File: src/rtl/uart_peripheral_pkg.sv
`default_nettype none
// +----------------------------------------------------------------------+
// | uart_peripheral_pkg                                                  |
// | Register offsets, CON bit positions and FSM encodings for the UART.  |
// | Revision: 1.0                                                        |
// +----------------------------------------------------------------------+
package uart_peripheral_pkg;

    localparam logic [31:0] c_TXD_OFF = 32'd0;
    localparam logic [31:0] c_RXD_OFF = 32'd4;
    localparam logic [31:0] c_CON_OFF = 32'd8;

    localparam int c_CON_IRQ_RX     = 0;
    localparam int c_CON_IRQ_TX     = 1;
    localparam int c_CON_RX_VALID   = 2;
    localparam int c_CON_TX_BUSY    = 3;
    localparam int c_CON_OVERRUN    = 4;
    localparam int c_CON_TXDONE_CLR = 5;

    // Shared by the TX and RX state machines.
    localparam logic [1:0] c_ST_IDLE  = 2'd0;
    localparam logic [1:0] c_ST_START = 2'd1;
    localparam logic [1:0] c_ST_DATA  = 2'd2;
    localparam logic [1:0] c_ST_STOP  = 2'd3;

endpackage
`default_nettype wire

File: src/rtl/uart_peripheral_baud_counter.sv
`default_nettype none
// +----------------------------------------------------------------------+
// | uart_baud_counter                                                    |
// | Free-running 0..CLKS_PER_BIT-1 bit-period counter with restart.      |
// | Revision: 1.0                                                        |
// +----------------------------------------------------------------------+
module uart_baud_counter #(
    parameter int CLKS_PER_BIT = 434
) (
    input  logic clk,
    input  logic reset,
    input  logic i_restart,
    output logic o_tc,
    output logic o_half
);

    localparam int              c_CW   = $clog2(CLKS_PER_BIT);
    localparam logic [c_CW-1:0] c_TC   = c_CW'(CLKS_PER_BIT - 1);
    localparam logic [c_CW-1:0] c_HALF = c_CW'(CLKS_PER_BIT / 2);
    localparam logic [c_CW-1:0] c_ONE  = c_CW'(1);

    logic [c_CW-1:0] r_count;

    always_ff @(posedge clk or negedge reset) begin
        if (!reset) begin
            r_count <= '0;
        end else if (i_restart || (r_count == c_TC)) begin
            r_count <= '0;
        end else begin
            r_count <= r_count + c_ONE;
        end
    end

    assign o_tc   = (r_count == c_TC);
    assign o_half = (r_count == c_HALF);

endmodule
`default_nettype wire

File: src/rtl/uart_peripheral.sv
`default_nettype none
// +----------------------------------------------------------------------+
// | uart_peripheral                                                      |
// | Memory-mapped 8N1 UART (TXD/RXD/CON) on the MEM-stage peripheral bus.|
// | Revision: 1.0                                                        |
// +----------------------------------------------------------------------+
module uart_peripheral
    import uart_peripheral_pkg::*;
#(
    parameter int          CLKS_PER_BIT = 434,
    parameter logic [31:0] BASE_ADDR    = 32'h4000_0018
) (
    input  logic        clk,
    input  logic        reset,
    input  logic [31:0] Addr,
    input  logic [31:0] WriteData,
    input  logic        MemRead,
    input  logic        MemWrite,
    output logic [31:0] ReadData,
    input  logic        uart_rx,
    output logic        uart_tx,
    output logic        irq
);

    logic w_hit_txd, w_hit_rxd, w_hit_con;
    logic w_txd_wr, w_con_wr, w_rxd_rd, w_tx_accept, w_tx_busy;
    logic w_tx_tc, w_tx_half_unused, w_rx_tc, w_rx_half, w_rx_restart, w_rx_stop_ok;
    logic w_unused_wdata;
    logic [1:0] r_tx_state, w_tx_state_nxt, r_rx_state, w_rx_state_nxt;
    logic [7:0] r_tx_byte, r_rx_shift, r_rx_data;
    logic [2:0] r_tx_bit, r_rx_bit;
    logic [1:0] r_irq_en;
    logic       r_tx_done, r_rx_valid, r_overrun;
    logic       r_rx_meta, r_rx_sync, r_rx_prev;
    logic [31:0] w_con_word;

    assign w_hit_txd      = (Addr == BASE_ADDR + c_TXD_OFF);
    assign w_hit_rxd      = (Addr == BASE_ADDR + c_RXD_OFF);
    assign w_hit_con      = (Addr == BASE_ADDR + c_CON_OFF);
    assign w_txd_wr       = MemWrite & w_hit_txd;
    assign w_con_wr       = MemWrite & w_hit_con;
    assign w_rxd_rd       = MemRead & w_hit_rxd;
    assign w_tx_busy      = (r_tx_state != c_ST_IDLE);
    assign w_tx_accept    = w_txd_wr & ~w_tx_busy;
    assign w_unused_wdata = ^WriteData[31:8];

    uart_baud_counter #(.CLKS_PER_BIT(CLKS_PER_BIT)) u_tx_baud (
        .clk       (clk),
        .reset     (reset),
        .i_restart (~w_tx_busy),
        .o_tc      (w_tx_tc),
        .o_half    (w_tx_half_unused)
    );

    // ---------------- transmitter ----------------
    always_ff @(posedge clk or negedge reset) begin
        if (!reset) r_tx_state <= c_ST_IDLE;
        else        r_tx_state <= w_tx_state_nxt;
    end

    always_comb begin
        w_tx_state_nxt = r_tx_state;
        case (r_tx_state)
            c_ST_IDLE:  if (w_txd_wr) w_tx_state_nxt = c_ST_START;
            c_ST_START: if (w_tx_tc) w_tx_state_nxt = c_ST_DATA;
            c_ST_DATA:  if (w_tx_tc && (r_tx_bit == 3'd7)) w_tx_state_nxt = c_ST_STOP;
            default:    if (w_tx_tc) w_tx_state_nxt = c_ST_IDLE;
        endcase
    end

    always_ff @(posedge clk or negedge reset) begin
        if (!reset) begin
            r_tx_byte <= '0;
            r_tx_bit  <= '0;
            r_tx_done <= 1'b0;
        end else begin
            if (w_tx_accept) begin
                r_tx_byte <= WriteData[7:0];
                r_tx_bit  <= '0;
            end else if ((r_tx_state == c_ST_DATA) && w_tx_tc) begin
                r_tx_bit <= r_tx_bit + 3'd1;
            end
            if ((r_tx_state == c_ST_STOP) && w_tx_tc) r_tx_done <= 1'b1;
            else if (w_tx_accept || (w_con_wr && WriteData[c_CON_TXDONE_CLR])) r_tx_done <= 1'b0;
        end
    end

    // Decoded straight from state so an async reset forces the line idle at once.
    always_comb begin
        uart_tx = 1'b1;
        case (r_tx_state)
            c_ST_START: uart_tx = 1'b0;
            c_ST_DATA:  uart_tx = r_tx_byte[r_tx_bit];
            default:    uart_tx = 1'b1;
        endcase
    end

    // ---------------- receiver ----------------
    always_ff @(posedge clk or negedge reset) begin
        if (!reset) begin
            r_rx_meta <= 1'b1;
            r_rx_sync <= 1'b1;
            r_rx_prev <= 1'b1;
        end else begin
            r_rx_meta <= uart_rx;
            r_rx_sync <= r_rx_meta;
            r_rx_prev <= r_rx_sync;
        end
    end

    // Restarting on the start-bit midpoint makes every later tc land mid-bit.
    assign w_rx_restart = (r_rx_state == c_ST_IDLE) | ((r_rx_state == c_ST_START) & w_rx_half);
    assign w_rx_stop_ok = (r_rx_state == c_ST_STOP) & w_rx_tc & r_rx_sync;

    uart_baud_counter #(.CLKS_PER_BIT(CLKS_PER_BIT)) u_rx_baud (
        .clk       (clk),
        .reset     (reset),
        .i_restart (w_rx_restart),
        .o_tc      (w_rx_tc),
        .o_half    (w_rx_half)
    );

    always_ff @(posedge clk or negedge reset) begin
        if (!reset) r_rx_state <= c_ST_IDLE;
        else        r_rx_state <= w_rx_state_nxt;
    end

    always_comb begin
        w_rx_state_nxt = r_rx_state;
        case (r_rx_state)
            c_ST_IDLE:  if (r_rx_prev && !r_rx_sync) w_rx_state_nxt = c_ST_START;
            c_ST_START: if (w_rx_half) w_rx_state_nxt = r_rx_sync ? c_ST_IDLE : c_ST_DATA;
            c_ST_DATA:  if (w_rx_tc && (r_rx_bit == 3'd7)) w_rx_state_nxt = c_ST_STOP;
            default:    if (w_rx_tc) w_rx_state_nxt = c_ST_IDLE;
        endcase
    end

    always_ff @(posedge clk or negedge reset) begin
        if (!reset) begin
            r_rx_shift <= '0;
            r_rx_bit   <= '0;
            r_rx_data  <= '0;
            r_rx_valid <= 1'b0;
            r_overrun  <= 1'b0;
            r_irq_en   <= '0;
        end else begin
            if (r_rx_state == c_ST_IDLE) begin
                r_rx_bit <= '0;
            end else if ((r_rx_state == c_ST_DATA) && w_rx_tc) begin
                r_rx_shift <= {r_rx_sync, r_rx_shift[7:1]};
                r_rx_bit   <= r_rx_bit + 3'd1;
            end
            if (w_rx_stop_ok) begin
                r_rx_data  <= r_rx_shift;
                r_rx_valid <= 1'b1;
            end else if (w_rxd_rd) begin
                r_rx_valid <= 1'b0;
            end
            // A byte landing on the same edge as the RXD read replaces it cleanly.
            if (w_rx_stop_ok && r_rx_valid && !w_rxd_rd) r_overrun <= 1'b1;
            else if (w_con_wr && WriteData[c_CON_OVERRUN]) r_overrun <= 1'b0;
            if (w_con_wr) r_irq_en <= WriteData[1:0];
        end
    end

    // ---------------- bus read / irq ----------------
    always_comb begin
        w_con_word = '0;
        w_con_word[c_CON_IRQ_RX]   = r_irq_en[0];
        w_con_word[c_CON_IRQ_TX]   = r_irq_en[1];
        w_con_word[c_CON_RX_VALID] = r_rx_valid;
        w_con_word[c_CON_TX_BUSY]  = w_tx_busy;
        w_con_word[c_CON_OVERRUN]  = r_overrun;
    end

    always_comb begin
        ReadData = '0;
        if (MemRead) begin
            if (w_hit_rxd)      ReadData = {24'b0, r_rx_data};
            else if (w_hit_con) ReadData = w_con_word;
        end
    end

    assign irq = (r_irq_en[0] & r_rx_valid) | (r_irq_en[1] & r_tx_done);

endmodule
`default_nettype wire

File: config.mk
export PLATFORM = sky130hd
export DESIGN_NAME = uart_peripheral
export DESIGN_NICKNAME = d
export VERILOG_FILES = /design/src/rtl/uart_peripheral_pkg.sv /design/src/rtl/uart_peripheral_baud_counter.sv /design/src/rtl/uart_peripheral.sv
export SDC_FILE = /design/constraint.sdc
export NUM_CORES = 1
export LEC_CHECK = 0
export BUFFER_PORTS_ARGS = -buffer_cell sky130_fd_sc_hd__buf_2
export CORE_MARGIN = 2
export CORE_UTILIZATION = 25
export DETAILED_ROUTE_END_ITERATION = 10
export SLEW_MARGIN = 30
export SYNTH_ARGS = -nofsm -noshare
export SYNTH_HDL_FRONTEND = slang
export SYNTH_SLANG_ARGS = --single-unit
File: constraint.sdc
create_clock -name clk -period 6 [get_ports clk]
set_input_delay 0.6 -clock clk [delete_from_list [all_inputs] [get_ports clk]]
set_output_delay 0.6 -clock clk [all_outputs]
set_load 0.02 [all_outputs]
==> impl_summary.md <==
Status
The flow ran to the end, and the final reports show no timing, DRC or antenna violations.

Layout
From synthesis to final layout, the design area changed by 23.7%. The number of antenna diodes in the final layout is 0. The count of nets after finishing is 413. The fraction of final layout cells with drive strength greater than 1 is 34.1%.

Timing
The final setup TNS is 0 ps. The count of endpoints failing hold in the final timing report is 0. The share of the clock period used by the worst path is 51.7%.

Setup repair after global routing left no endpoint under its margin. The number of setup violations in the final report is 0. The maximum clock skew at final layout is 6.75 ps. The headroom to the max-slew limit is roughly 36%.

The maximum operating frequency is 0.323 GHz. The slew of the pin with the lowest slew margin is roughly 950 ps. The minimum clock period after layout is 3100 ps.

The count of pins over their slew limit came to 0.

Detailed routing
After detailed routing, the number of vias per cell comes to 4.23. The wire length on met2 is ~2800 um. After detailed routing, the met3 layer carries roughly 400 um of wire.

The via count of the routed design is 2138. The first TritonRoute pass finished after 4 iterations. The first-iteration detailed-routing DRC count is a little under 60.

The wire length after detailed routing is 6030 um. Dividing the detail-routed wire length by the instance count gives 11.9 um. In the routed design, unresolved DRC markers number 0. The remaining antenna violation count after routing is 0. The total routed wire length on the met1 layer is about 2700 um. After detailed routing, no signal wire sits above met4.

Worst setup path
The critical path startpoint is Addr[17]. The worst setup path is captured at a primary output. The required time at the endpoint of the critical path is around 5400 ps. The data arrival time of the critical path is 2500 ps. The source of the worst register-to-register timing path is u_rx_baud.r_count[1]$_DFF_PN0_. The critical path start-end classification is primary input to primary output. The critical path launch point type is a primary input. The largest fanout of any net on the critical path is 5.

GRT
The remaining global-route overflow is 0. The initial antenna violation count is 0. The maximum number of pins on one net before global-route repair is 61. The via count of the first global-routing pass is about 2100. The first global-routing pass estimated 9800 um of wire.

For this run, the total global-route usage over all layers was measured as between 9 and 10%.

Floorplan
For this configuration, the core starts out at a cell density of between 20% and 30%. The floorplan row count is 40. The area enclosed by the die boundary is 13300 um2.

The count of pins on the block boundary is ~100. In this run the standard cell core region covers 12100 um2. The horizontal die dimension is 116 um. The overall die height is around 120 um.

Power and ir drop
The standby leakage power is 0.00185 uW. The total power is 1160 uW. The cell area power density is 301 nW/um2. IR analysis of the VDD net gives a maximum drop of around 0.00013 V.

Synth
Averaged over all synthesized cells, the footprint is 11.4 um2. The cell count after synthesis is 272. The share of synthesized area occupied by flip-flops and latches is 48.4%. The count of flip-flops with a built-in enable after synthesis is 0.

During synthesis, Yosys emitted a total of 0 warnings. The prevailing post-synth register cell is dfrtp_1. The synthesized area is 3110 um2. The count of cell types in the netlist is 46.

The total of flip-flops plus latches after synthesis is 60. The share of async-settable or async-resettable flops after synthesis is 100%.

CTS
Counting along the longest clock path gives a buffer depth of 2. In this run, CTS created clock tree buffers numbering 9. For this design, the sink count on the clock tree is 60. Clock-pin slew was measured on the worst setup and hold paths at 50 ps. The clock latency at the later pin of the worst-skew pair is between 300 and 400 ps.

The hold-fix buffer count after cts is 0. The number of setup buffers added after CTS is 0. The cell at the root of the clock tree is clkbuf_16. The H-tree was split into 3 levels. The number of gates given a new drive strength after cts is 0. TritonCTS built the clock tree.

Placed design
The last weighted congestion value of the routability-driven placer is 0.723. Once detailed placement completed, the half-perimeter wirelength came to roughly 4400 um. The number of buffers added on ports is 54.

Worst hold path
The hold path startpoint is r_rx_meta$_DFF_PN1_. The path class of the tightest hold or removal check is register to register.

Run
Max-cap violations in this run came to 0.
[cell families (layout without fill, tap and decap cells)]
| family | after synthesis | after routing | share of synthesized area [%] |
|---|---|---|---|
| and+or+nand+nor | 89 | 89 | 16.1 |
| xor gates and xnor gates | 14 | 14 | 3.94 |
| muxes | 32 | 32 | 12.2 |
| adders and majority gates | 12 | 12 | 4.83 |
| AOI/OAI and AO/OA | 26 | 26 | 6.44 |
| DFF | 60 | 60 | 48.4 |
| other | 1 | 24 | 0.121 |
| buffers and inverters | 38 | 80 | 7.93 |
[critical path, stage by stage]
cell     delay, ps
buf_2           90
nor4_1         420
nand3_1        180
nor4_1         780
a22o_1         260
buf_2          170
[flip-flops by register name, summed over array words and instances, names as in the netlist, 2 cells and up]
name,cells
r_rx_state,2
u_rx_baud.r_count,9
r_rx_data,8
r_tx_bit,3
r_irq_en,2
r_rx_bit,3
r_tx_byte,8
r_rx_shift,8
r_tx_state,2
u_tx_baud.r_count,9
[per-layer routing]
layer | up-vias | global-route usage (%)
li1 | 1033 | -
met1 | 1016 | 11.2
met2 | 74 | 15.4
met3 | 15 | 2.72
met4 | 0 | 6.35
met5 | - | 0
[layout make-up]
type / count / area, um2
well taps: 168 / 210
clock buffers: 13 / 280
flip-flops and latches: 60 / 1510
multi-input cells: 197 / 1440
repair buffers: 56 / 285
clock inverters: 3 / 90.1
fillers: 1209 / 8220
inverters: 8 / 30.0
[path summary, 6_finish.rpt]
kind / to / slack [ps] / cells past startpoint
setup reg to reg: r_rx_data[0]$_DFFE_PN0P_ / 3820 / 7
hold reg to reg: r_rx_sync$_DFF_PN1_ / 350 / 0
max in group asynchronous: r_tx_state[1]$_DFFE_PN0P_ / 5070 / 2
setup / recovery: ReadData[4] / 2900 / 6
min in group asynchronous: r_tx_byte[6]$_DFFE_PN0P_ / 420 / 2
hold / removal: r_rx_sync$_DFF_PN1_ / 350 / 0
[placed cells by master, fill, tap and decap left out, drive strengths merged, types with 2 or more instances in the layout]
cell,count
a21oi,5
a22o,11
a2bb2oi,2
and2,5
buf,56
bufinv,3
clkbuf,13
conb,24
dfrtp,57
dfstp,3
ha,12
inv,8
mux2,28
mux2i,2
mux4,2
nand2,17
nand2b,2
nand3,10
nand4,3
nand4b,2
nor2,28
nor3b,2
nor4,10
o21ai,3
or2,2
or4b,2
xnor2,5
xor2,9
[synth_stat cells (5+ instances only)]
cell / n / area [um2]
xor2_1: 9 / 78.8
nand2_1: 16 / 60.1
nor4_1: 8 / 50.1
nand3_1: 9 / 45.0
buf_4: 25 / 188
inv_1: 8 / 30.0
ha_1: 12 / 150
a22o_1: 11 / 96.3
xnor2_1: 5 / 43.8
a21oi_1: 5 / 25.0
mux2_2: 28 / 315
and2_1: 5 / 31.3
nor2_1: 26 / 97.6
dfrtp_1: 57 / 1430
[report_power, final]
group	leakage (uW)	switching (uW)	total [uW]	internal [uW]
Clock	0.000182	173	624	450
Combinational	0.000870	51.3	84.9	33.5
Sequential	0.000797	24.0	448	424
Total	0.00185	248	1160	908
[metrics by stage]
step           hold slack, ps  cells  instance area [um2]  utilization, %  worst slack [ps]
2_1_floorplan             304    295                 3200               -              3470
3_3_place_gp              348    489                 3470            28.8              2850
3_5_place_dp              347    489                 3470            28.8              2840
4_1_cts                   354    505                 3840            31.9              2830
5_1_grt                   363    505                 3840            31.9              2750
6_report                  354    505                 3840            31.9              2900
Note: power is estimated with default switching activity, not from simulation.
